`src/rtl/cla_pkg.sv`:
```
// Shared constants and state encoding for the multi-cycle CLA subtractor.
package cla_pkg;

  localparam int CLA_WIDTH = 64;
  localparam int CLA_SLICE = 16;

  typedef enum logic [1:0] {
    IDLE = 2'd0,
    CALC = 2'd1,
    DONE = 2'd2
  } cla_state_t;

endpackage

```
`src/rtl/cla_slice_16bit.sv`:
```
// Combinational 16-bit carry-lookahead adder slice: four 4-bit groups with
// group generate/propagate, and a lookahead level across the groups.
module cla_slice_16bit (
  input  logic [15:0] x,
  input  logic [15:0] y,
  input  logic        cin,
  output logic [15:0] s,
  output logic        cout
);

  logic [15:0] g;
  logic [15:0] p;
  logic [3:0]  grp_g;
  logic [3:0]  grp_p;
  logic [4:0]  grp_c;

  assign g = x & y;
  assign p = x ^ y;

  // Group generate/propagate for each 4-bit nibble.
  always_comb begin
    grp_g = '0;
    grp_p = '0;
    for (int i = 0; i < 4; i++) begin
      grp_g[i] = g[4*i+3]
               | (p[4*i+3] & g[4*i+2])
               | (p[4*i+3] & p[4*i+2] & g[4*i+1])
               | (p[4*i+3] & p[4*i+2] & p[4*i+1] & g[4*i]);
      grp_p[i] = &p[4*i +: 4];
    end
  end

  // Second-level lookahead: every group carry is a flat function of cin.
  always_comb begin
    grp_c[0] = cin;
    grp_c[1] = grp_g[0] | (grp_p[0] & cin);
    grp_c[2] = grp_g[1] | (grp_p[1] & grp_g[0]) | (grp_p[1] & grp_p[0] & cin);
    grp_c[3] = grp_g[2] | (grp_p[2] & grp_g[1]) | (grp_p[2] & grp_p[1] & grp_g[0])
             | (grp_p[2] & grp_p[1] & grp_p[0] & cin);
    grp_c[4] = grp_g[3] | (grp_p[3] & grp_g[2]) | (grp_p[3] & grp_p[2] & grp_g[1])
             | (grp_p[3] & grp_p[2] & grp_p[1] & grp_g[0])
             | (grp_p[3] & grp_p[2] & grp_p[1] & grp_p[0] & cin);
  end

  // Sum bits: carries inside a nibble derive from that nibble's group carry.
  always_comb begin
    logic c_run;
    s     = '0;
    c_run = 1'b0;
    for (int i = 0; i < 4; i++) begin
      c_run = grp_c[i];
      for (int j = 0; j < 4; j++) begin
        s[4*i+j] = p[4*i+j] ^ c_run;
        c_run    = g[4*i+j] | (p[4*i+j] & c_run);
      end
    end
  end

  assign cout = grp_c[4];

endmodule

```
`src/rtl/carry_lookahead_subtractor_64bit.sv`:
```
// Multi-cycle subtractor: diff = a - b - borrow_in, evaluated as
// a + ~b + ~borrow_in, one 16-bit CLA slice per clock.
// Optional macro CLA_SUB_FLAGS_EN enables the registered zero/overflow flags;
// without it both ports are tied low.
module carry_lookahead_subtractor_64bit
  import cla_pkg::*;
#(
  parameter int WIDTH = CLA_WIDTH,
  parameter int SLICE = CLA_SLICE
) (
  input  logic             clk,
  input  logic             reset,
  input  logic             start,
  input  logic [WIDTH-1:0] a,
  input  logic [WIDTH-1:0] b,
  input  logic             borrow_in,
  output logic             busy,
  output logic [WIDTH-1:0] diff,
  output logic             borrow_out,
  output logic             done,
  output logic             zero,
  output logic             overflow
);

  localparam int NSLICE = WIDTH / SLICE;
  localparam int IDX_W  = (NSLICE > 1) ? $clog2(NSLICE) : 1;
  localparam logic [IDX_W-1:0] LAST_IDX = IDX_W'(NSLICE - 1);

  cla_state_t       state, state_next;
  logic [WIDTH-1:0] a_q;
  logic [WIDTH-1:0] b_n_q;
  logic             carry_q;
  logic [IDX_W-1:0] idx_q;
  logic [WIDTH-1:0] diff_q;
  logic             borrow_q;
  logic             accept;
  logic             last;
  logic [SLICE-1:0] slice_s;
  logic             slice_cout;

  assign accept = (state == IDLE) && start;
  assign last   = (state == CALC) && (idx_q == LAST_IDX);

  cla_slice_16bit u_slice (
    .x    (a_q[idx_q*SLICE +: SLICE]),
    .y    (b_n_q[idx_q*SLICE +: SLICE]),
    .cin  (carry_q),
    .s    (slice_s),
    .cout (slice_cout)
  );

  // State register.
  always_ff @(posedge clk) begin
    if (reset) state <= IDLE;
    else       state <= state_next;
  end

  // Next-state and handshake outputs.
  always_comb begin
    state_next = state;
    busy       = 1'b0;
    done       = 1'b0;
    case (state)
      IDLE: if (start) state_next = CALC;
      CALC: begin
        busy = 1'b1;
        if (idx_q == LAST_IDX) state_next = DONE;
      end
      DONE: begin
        busy       = 1'b1;
        done       = 1'b1;
        state_next = IDLE;
      end
      default: state_next = IDLE;
    endcase
  end

  // Operand capture and per-slice accumulation of the result.
  always_ff @(posedge clk) begin
    if (reset) begin
      a_q      <= '0;
      b_n_q    <= '0;
      carry_q  <= 1'b0;
      idx_q    <= '0;
      diff_q   <= '0;
      borrow_q <= 1'b0;
    end else if (accept) begin
      a_q     <= a;
      b_n_q   <= ~b;
      carry_q <= ~borrow_in;
      idx_q   <= '0;
    end else if (state == CALC) begin
      diff_q[idx_q*SLICE +: SLICE] <= slice_s;
      carry_q <= slice_cout;
      idx_q   <= idx_q + 1'b1;
      if (last) borrow_q <= ~slice_cout;
    end
  end

  assign diff       = diff_q;
  assign borrow_out = borrow_q;

`ifdef CLA_SUB_FLAGS_EN
  logic zero_q;
  logic ovf_q;

  // Flags settle on the final slice edge; lower slices are already in diff_q.
  always_ff @(posedge clk) begin
    if (reset) begin
      zero_q <= 1'b0;
      ovf_q  <= 1'b0;
    end else if (last) begin
      zero_q <= (diff_q[WIDTH-SLICE-1:0] == '0) && (slice_s == '0);
      ovf_q  <= (a_q[WIDTH-1] == b_n_q[WIDTH-1]) && (slice_s[SLICE-1] != a_q[WIDTH-1]);
    end
  end

  assign zero     = zero_q;
  assign overflow = ovf_q;
`else
  assign zero     = 1'b0;
  assign overflow = 1'b0;
`endif

endmodule

```
`config.mk`:
```
export PLATFORM = sky130hd
export DESIGN_NAME = carry_lookahead_subtractor_64bit
export DESIGN_NICKNAME = d
export VERILOG_FILES = /design/src/rtl/cla_pkg.sv /design/src/rtl/cla_slice_16bit.sv /design/src/rtl/carry_lookahead_subtractor_64bit.sv
export SDC_FILE = /design/constraint.sdc
export NUM_CORES = 1
export LEC_CHECK = 0
export ABC_AREA = 1
export BUFFER_PORTS_ARGS = -buffer_cell sky130_fd_sc_hd__buf_2
export CAP_MARGIN = 20
export CORE_MARGIN = 2
export CORE_UTILIZATION = 58
export CTS_CLUSTER_SIZE = 12
export DETAILED_ROUTE_END_ITERATION = 8
export PLACE_DENSITY = 0.88
export SETUP_SLACK_MARGIN = 0.5
export SLEW_MARGIN = 10
export SYNTH_ARGS = -nofsm -noshare
export SYNTH_HDL_FRONTEND = slang
export SYNTH_SLANG_ARGS = --single-unit
```
`constraint.sdc`:
```
create_clock -name clk -period 9.8 [get_ports clk]
set_input_delay 0.98 -clock clk [delete_from_list [all_inputs] [get_ports clk]]
set_output_delay 0.98 -clock clk [all_outputs]
set_load 0.02 [all_outputs]
```
# After elaboration in Yosys (flattened, before gate mapping)
# Index checks and enable logic that the tools add are counted.
# Widths: inputs -> output; s select.
dict set report op_classes {
  add_sub_neg 2
  n_eq_ne 5
  n_shift 4
  n_mux 8
  bitwise_logic 104
  n_reduce_logical 13
}
# op count
set op_table {}
lappend op_table {{$shiftx 64x7->16} 2}
lappend op_table {{$bwmux 64} 1}
lappend op_table {{$not 64->64} 1}
lappend op_table {{$shift 16x34->64 const A} 1}
lappend op_table {{$shiftx 16x34->64} 1}
lappend op_table {{$and 1x1->1} 48}
lappend op_table {{$neg 6->34} 1}
lappend op_table {{$or 1x1->1} 34}
lappend op_table {{$and 16x16->16} 1}
lappend op_table {{$reduce_and 4->1} 4}
lappend op_table {{$xor 1x1->1} 16}
lappend op_table {{$xor 16x16->16} 1}
lappend op_table {{$eq 2x2->1 const B} 2}
lappend op_table {{$mux 1} 4}
lappend op_table {{$mux 2} 2}
lappend op_table {{$ne 2x2->1 const B} 2}
lappend op_table {{$pmux 2 s2} 1}
lappend op_table {{$reduce_and 2->1} 2}
lappend op_table {{$reduce_or 2->1} 2}
lappend op_table {{$not 1->1} 3}
lappend op_table {{$reduce_and 3->1} 1}
lappend op_table {{$add 2x1->2 const B} 1}
lappend op_table {{$eq 2x1->1 const B} 1}
lappend op_table {{$logic_and 1x1->1} 2}
lappend op_table {{2 further kinds} 2}
dict set report word_totals {
  ff_bits 198
  in_bits 132
  out_inout_bits 69
  word_cells 143
}

# Longest topological paths before layout
# Gate-level depths: netlist of the first run.
dict set report depth {
  depth_word 19
  depth_mapped 22
  ltp_nobuf 21
}

# Cells and area by module
# From an unflattened synthesis of the first run, not the netlist that was laid out.
dict set report hier_totals {
  hier_cells 1196
  hier_area_um2 8805.9
}
# module n_inst cells_per_inst area_per_inst_um2 seq_area_each_um2
set by_module_without_submodules {}
lappend by_module_without_submodules {carry_lookahead_subtractor_64bit 1 1100 8064.0 3963.8}
lappend by_module_without_submodules {cla_slice_16bit 1 96 742.0 0.0}

# Least setup slack after synthesis of the first run
# No wires, ideal clock.
dict set report synth_path {
  path_kind {reg-to-reg}
  start {reg idx_q[0]}
  end {reg diff_q[30] (netlist: diff[30])}
  setup_ns 0.128
  t_arrival_ns 3.319
  t_required_ns 9.672
  path_slack_ns 6.354
  path_stages_with_launch 21
  path_buffers 1
  path_cell_list {dfxtp_1 inv_2 clkbuf_1 nor2_1 o22ai_1 ha_1 nand2_1 nor3b_1 nor2_1 nand2_1 inv_1 nor2_1 nor2_1 fa_1 fa_1 inv_1 fa_1 nand2_1 nor2_1 a22oi_1 nor2_1}
}
dict set report synth_via {
  elab_chain_cells 19
  elab_cells_between_ends 90
}
# element line_no
set synth_rtl {}
lappend synth_rtl {{from (decl)} carry_lookahead_subtractor_64bit.sv:33} ;# logic [IDX_W-1:0] idx_q;
lappend synth_rtl {{from (signal assigned)} carry_lookahead_subtractor_64bit.sv:95} ;# idx_q <= idx_q + 1'b1;
lappend synth_rtl {{$shiftx 64x7->16 (on tied branches)} {carry_lookahead_subtractor_64bit.sv:45, carry_lookahead_subtractor_64bit.sv:46}}
lappend synth_rtl {{$xor 16x16->16 / $and 16x16->16 (equally long branches)} {cla_slice_16bit.sv:18, cla_slice_16bit.sv:17}}
lappend synth_rtl {{$and 1x1->1 (on tied branches)} {cla_slice_16bit.sv:26, cla_slice_16bit.sv:27, cla_slice_16bit.sv:28}}
lappend synth_rtl {{$or 1x1->1 (tied with other cells)} cla_slice_16bit.sv:26} ;# | (p[4*i+3] & g[4*i+2])
lappend synth_rtl {{$or 1x1->1 / $and 1x1->1 (equally long branches)} {cla_slice_16bit.sv:27, cla_slice_16bit.sv:28}}
lappend synth_rtl {{$or 1x1->1} cla_slice_16bit.sv:28} ;# | (p[4*i+3] & p[4*i+2] & p[4*i+1] & g[4*i]);
lappend synth_rtl {{$and 1x1->1} cla_slice_16bit.sv:38} ;# grp_c[3] = grp_g[2] | (grp_p[2] & grp_g[1]) | (grp_p[2] & grp_p[1] & grp_g[0])
lappend synth_rtl {{$or 1x1->1 (2 in series)} cla_slice_16bit.sv:38}
lappend synth_rtl {{(+2 left out)} --}
lappend synth_rtl {{$or 1x1->1} cla_slice_16bit.sv:54} ;# c_run = g[4*i+j] | (p[4*i+j] & c_run);
lappend synth_rtl {{$and 1x1->1} cla_slice_16bit.sv:54}
lappend synth_rtl {{$or 1x1->1} cla_slice_16bit.sv:54}
lappend synth_rtl {{$and 1x1->1} cla_slice_16bit.sv:54}
lappend synth_rtl {{$or 1x1->1} cla_slice_16bit.sv:54}
lappend synth_rtl {{$xor 1x1->1} cla_slice_16bit.sv:53} ;# s[4*i+j] = p[4*i+j] ^ c_run;
lappend synth_rtl {{$shiftx 16x34->64} carry_lookahead_subtractor_64bit.sv:93} ;# diff_q[idx_q*SLICE +: SLICE] <= slice_s;
lappend synth_rtl {{$bwmux 64 (*)} carry_lookahead_subtractor_64bit.sv:93}
lappend synth_rtl {{to (signal, indexed assignment)} carry_lookahead_subtractor_64bit.sv:93}
lappend synth_rtl {{to (decl)} carry_lookahead_subtractor_64bit.sv:34} ;# logic [WIDTH-1:0] diff_q;
# Every way passes the cells marked *; elsewhere a longest branch is shown, timed or not.
# A chain may end at the register's enable or synchronous reset.

# Worst setup path after layout of the first run
dict set report layout_path {
  start {reg idx_q[0]}
  end {reg diff_q[62] (netlist: diff[62])}
}
# Same word-level chain as after synthesis.

==> results.tsv, run 1 <==
metric	value	unit
drive_above_1_share	0.198	
ys_seq_area_frac	0.455	
drt-wirelength-per-cell	16.7	um
hold_viol	0	
seqCellArea	3970	um2
final_max_slew_viol_count	0	
finalSetupTns	0	ns
synth_edf_count	0	
area_growth	16.0	%
hold_buffers	0	
multiInputGateArea	4100	um2
netSwitchingPower	1.16	mW
finalClockSkew	0.00974	ns
vias	8316	
synth_top_area_share	0.455	
synthTopCellsByArea	dfxtp_1 (46%), o21ai_0 (8.9%), nor2_1 (8.6%)	
hpwl	17.2	mm
synth_area_per_cell	7.80	um2
relSlewSlack	0.339	
overflow	0	
synth_cells	1115	
fill_cells	1187	
yosys_most_used_dff	dfxtp_1	
dieArea	16000	um2
power.leakage	4.40	nW
num_io_pins	201	
ys_async_sr_fraction	0	
p_clk_frac	0.238	
clk_pin_slew	0.07	ns
min_period	4.81	ns
first_global_vias	7533	
place_congestion	0.898	
postCtsSetupBuffers	0	
synth_area	8700	um2
startpoint_type	register	
die_y	126	um
antenna_found_initial	0	
cts.repair.resized	0	
viasPerCell	5.74	
port_buffers	198	
drv_cap	0	
synth-seq-cells	198	
wl	24.2	mm
p_comb_frac	0.385	
ir_drop	0.252	mV
power_frac_seq	0.378	
cts_num_sinks	198	
cp.required	10.10	ns
antenna_left	0	
grt_setup_unrepaired	false	
setup_viol	0	
fmax	208	MHz
drtPass1Iterations	6	
clk-insertion-delay-late	0.44	ns
hold_path.class	reg -> reg	
clock-root-buffer	clkbuf_16	
dp.cells	1418	
crit_fanout	70	
p_int	1.69	mW
ys_types	31	
fp.coreArea	14600	um2
outcome	complete, no violations	
grt_max_degree	115	
yosys.area.top_type	dfxtp_1	
std_cell_rows	44	
diodes	0	
post-route-drc-count	0	
tightest_slew	0.988	ns
cts_buffers	17	
cts_max_level	4	
initialDrtViolationCount	1149	
clockBufferDepth	2	
finalNonFillerCells	1450	
cts_tree	yes	
yosys_warnings	0	
grt_pass1_wl	38.2	mm
gr-usage-all-layers	0.300	
power.total	2.86	mW
finalCritPeriodShare	0.491	
fin_nets	1423	
die_w	126	um
critPathKind	reg -> reg	
p_per_area	283	nW/um2
arrival	5.10	ns
start_util	0.596	
p_sw_frac	0.406	
crit_path_end_kind	register	
[cell families after synthesis]
family	synth area share
buffers and inverters	0.0740
and+or+nand+nor	0.182
adders and majority gates	0.0650
other	0.000431
DFF	0.455
AOI/OAI and AO/OA	0.218
xor gates and xnor gates	0.00503
[per-stage QoR]
| step | hold slack (ns) | worst slack, ns | utilization | cell area [um2] |
|---|---|---|---|---|
| global route | 0.484 | 4.66 | 0.692 | 10100 |
| floorplan | 0.449 | 6.35 | - | 8710 |
| finish | 0.463 | 4.99 | 0.692 | 10100 |
| detailed placement | 0.453 | 5.15 | 0.653 | 9530 |
| global placement | 0.449 | 5.30 | 0.653 | 9530 |
| CTS | 0.464 | 5.10 | 0.692 | 10100 |
[flip-flops by register name (all words and copies together), names as in the netlist]
signal / cells
borrow_out: 1
diff: 64
carry_q: 1
b_n_q: 64
idx_q: 2
state: 2
a_q: 64
[critical path, stage by stage (launching register included)]
cell	delay, ns
dfxtp_2	0.31
buf_4	0.54
inv_2	0.48
buf_4	0.41
nor2_1	0.15
o22ai_1	0.14
ha_1	0.29
nand2_1	0.05
nand2_1	0.06
nand2_1	0.05
nand2_1	0.08
nand2_1	0.05
nand2_1	0.09
inv_1	0.07
nor2_1	0.08
nor2_1	0.06
fa_1	0.39
fa_1	0.39
inv_1	0.09
fa_1	0.44
nand2_1	0.09
nor2_1	0.07
a22oi_1	0.16
nor2_1	0.06
[synth_stat cells (all sizes together) (2+ instances only)]
library cell  count
nor2            203
nand3            19
buf              54
nand2           151
nor3             16
inv              53
o21ai           154
xor2              3
dfxtp           198
o22ai            13
fa               12
a21oi           128
a32oi            20
xnor2             2
a22oi            24
ha               26
a2bb2oi           4
clkbuf           31
[metal layers]
layer / track usage / up-vias / share of wire
li1: - / 4011 / -
met1: 0.408 / 3797 / 0.42
met2: 0.466 / 442 / 0.45
met3: 0.0662 / 66 / 0.084
met4: 0.122 / 0 / 0.038
met5: 0 / - / 0
[final timing paths]
kind,end,slack [ns],cells past startpoint,start
max reg2reg,diff[62]$_SDFFE_PP0P_,4.99,23,idx_q[0]$_SDFFE_PP0P_
min reg2reg,diff[33]$_SDFFE_PP0P_,0.46,2,diff[33]$_SDFFE_PP0P_
max,diff[62]$_SDFFE_PP0P_,4.99,23,idx_q[0]$_SDFFE_PP0P_
min,diff[33]$_SDFFE_PP0P_,0.46,2,diff[33]$_SDFFE_PP0P_
[power groups by stage]
stage / Combinational [mW] / Sequential, mW / Clock [mW]
floorplan: 0.794 / 1.08 / 0
global placement: 1.04 / 1.09 / 0
detailed placement: 1.07 / 1.09 / 0
CTS: 1.08 / 1.07 / 0.680
global route: 1.21 / 1.09 / 0.712
finish: 1.10 / 1.08 / 0.679
[area by class of cell]
| class | instances | area share |
|---|---|---|
| sequential | 198 | 0.393 |
| clock buffer | 22 | 0.0470 |
| clock inverter | 10 | 0.00967 |
| multi-input combinational | 780 | 0.406 |
| inverter | 53 | 0.0200 |
| timing repair buffer | 203 | 0.102 |
| tap | 184 | 0.0228 |
[cells in the final DEF (no fill, tap or decap), types with 12 or more instances in the layout]
cell type | netlist | final
clkbuf_16 | 0 | 17
a21oi_1 | 128 | 128
nor3_1 | 13 | 13
nor2_1 | 200 | 200
nand3_1 | 18 | 18
inv_1 | 47 | 47
o22ai_1 | 13 | 13
dfxtp_1 | 198 | 197
nand2_1 | 148 | 147
a32oi_1 | 20 | 20
fa_1 | 12 | 12
buf_2 | 37 | 198
ha_1 | 26 | 26
a22oi_1 | 24 | 24
o21ai_0 | 154 | 154
Note: power is estimated with default switching activity, not from simulation.
==> run 2: changes to the inputs <==
--- a/config.mk
+++ b/config.mk
@@ -9,10 +9,10 @@
 export BUFFER_PORTS_ARGS = -buffer_cell sky130_fd_sc_hd__buf_2
 export CAP_MARGIN = 20
 export CORE_MARGIN = 2
-export CORE_UTILIZATION = 58
+export CORE_UTILIZATION = 54
 export CTS_CLUSTER_SIZE = 12
 export DETAILED_ROUTE_END_ITERATION = 8
-export PLACE_DENSITY = 0.88
+export PLACE_DENSITY = 0.83
 export SETUP_SLACK_MARGIN = 0.5
 export SLEW_MARGIN = 10
 export SYNTH_ARGS = -nofsm -noshare
==> constraint.sdc (replaced) <==
create_clock -name clk -period 4.67 [get_ports clk]
set_input_delay 0.467 -clock clk [delete_from_list [all_inputs] [get_ports clk]]
set_output_delay 0.467 -clock clk [all_outputs]
set_load 0.02 [all_outputs]
==> results.tsv, run 2 (synthesized netlist as in run 1, its figures left out) <==
metric	value	unit
outcome	complete, no violations	
num_io_pins	201	
final_max_slew_viol_count	0	
clockBufferDepth	2	
clock-root-buffer	clkbuf_16	
fmax	260	MHz
startpoint_type	register	
hold_viol	0	
cts_max_level	4	
layout_commonest_cell	nor2_1	
vias	8222	
power.total	6.22	mW
ir_drop	0.391	mV
drtPass1Iterations	6	
diodes	0	
initialDrtViolationCount	954	
cts_buffers	17	
cts.repair.resized	0	
place_congestion	0.879	
start_util	0.550	
clk-insertion-delay-late	0.45	ns
grt_max_degree	108	
fin_nets	1429	
finalSetupTns	0	ns
min_period	3.84	ns
final_cell_mix	nor2_1 (200), buf_2 (198), dfxtp_1 (197)	
crit_fanout	69	
finalClockSkew	0.0116	ns
postCtsSetupBuffers	0	
std_cell_rows	46	
hold_path.class	in -> reg	
place_ws	0.754	ns
viasPerCell	5.53	
critPathKind	reg -> reg	
post-route-drc-count	0	
gr-usage-all-layers	0.273	
cts_num_sinks	198	
drive_above_1_share	0.202	
relSlewSlack	0.389	
hpwl	17.2	mm
final_area	10300	um2
clk_pin_slew	0.07	ns
first_global_vias	7083	
fin_util	0.649	
postPlaceCellArea	9620	um2
tightest_slew	0.913	ns
power.leakage	4.47	nW
fp.coreArea	15800	um2
finalCritPeriodShare	0.822	
die_w	131	um
antenna_found_initial	0	
die_y	131	um
wl	23.9	mm
p_per_area	605	nW/um2
hold_buffers	0	
drt-wirelength-per-cell	16.1	um
cp.required	4.98	ns
grt_pass1_wl	35.8	mm
crit_path_end_kind	register	
arrival	4.15	ns
area_growth	18.1	%
dieArea	17100	um2
antenna_left	0	
grt_setup_unrepaired	false	
overflow	0	
port_buffers	198	
cts_tree	yes	
worst_slack	0.829	ns
drv_cap	0	
setup_viol	0	
[run 2: cell count changes in the layout (fill, tap and decap cells not counted), moves of 2 or more]
cell	change
buf_4	+3
bufinv_16	+3
inv_6	+2
inv_4	+2
clkbuf_8	-2
inv_2	-2
clkinv_2	-2
[run 2: report_power, final]
part	total, mW	switching, mW	internal [mW]
clock network	1.59	0.664	0.922
registers	2.26	0.222	2.04
logic	2.37	1.60	0.772
total	6.22	2.49	3.73
[run 2: metal layers]
metal,global-route usage,wire length (um),up-vias
li1,-,-,4025
met1,0.363,10300,3727
met2,0.436,11100,406
met3,0.0533,1790,64
met4,0.117,784,0
met5,0,0,-
[run 2: cell type report]
cell class                 count  area, um2
clock buffer                  20        447
clock inverter                12        190
fill                        1377       5550
inverter                      53        206
multi-input combinational    780       4100
sequential                   198       3970
tap                          216        270
timing repair buffer         209       1100
[run 2: critical path, stage by stage, from the launching register on]
cell and delay, ns:
dfxtp_2 0.37, buf_8 0.35, nand2_1 0.11, a32oi_1 0.32, ha_1 0.19, nand2_1 0.06
nor2_1 0.10, nor2_1 0.05, nand2_1 0.07, nand2_1 0.05, nand2_1 0.12, inv_1 0.09
nor2_1 0.09, nor2_1 0.06, fa_1 0.38, fa_1 0.37, inv_1 0.08, fa_1 0.45
nand2_1 0.10, nor2_1 0.07, a22oi_1 0.15, nor2_1 0.05
[run 2: through the flow]
stage	hold slack (ns)	instances
final	0.188	1488
after global routing	0.180	1488
after CTS	0.174	1488
after detailed placement	0.454	1456
after global placement	0.450	1456
after floorplan	0.449	1116
[run 2: final timing paths]
kind | startpoint | slack, ns | depth (start not counted) | to
worst max-delay path | idx_q[0]$_SDFFE_PP0P_ | 0.83 | 21 | diff[30]$_SDFFE_PP0P_
worst min-delay path | b[28] | 0.19 | 2 | b_n_q[28]$_SDFFE_PP0P_
worst max register to register | idx_q[0]$_SDFFE_PP0P_ | 0.83 | 21 | diff[30]$_SDFFE_PP0P_
worst min register to register | diff[6]$_SDFFE_PP0P_ | 0.46 | 2 | diff[6]$_SDFFE_PP0P_
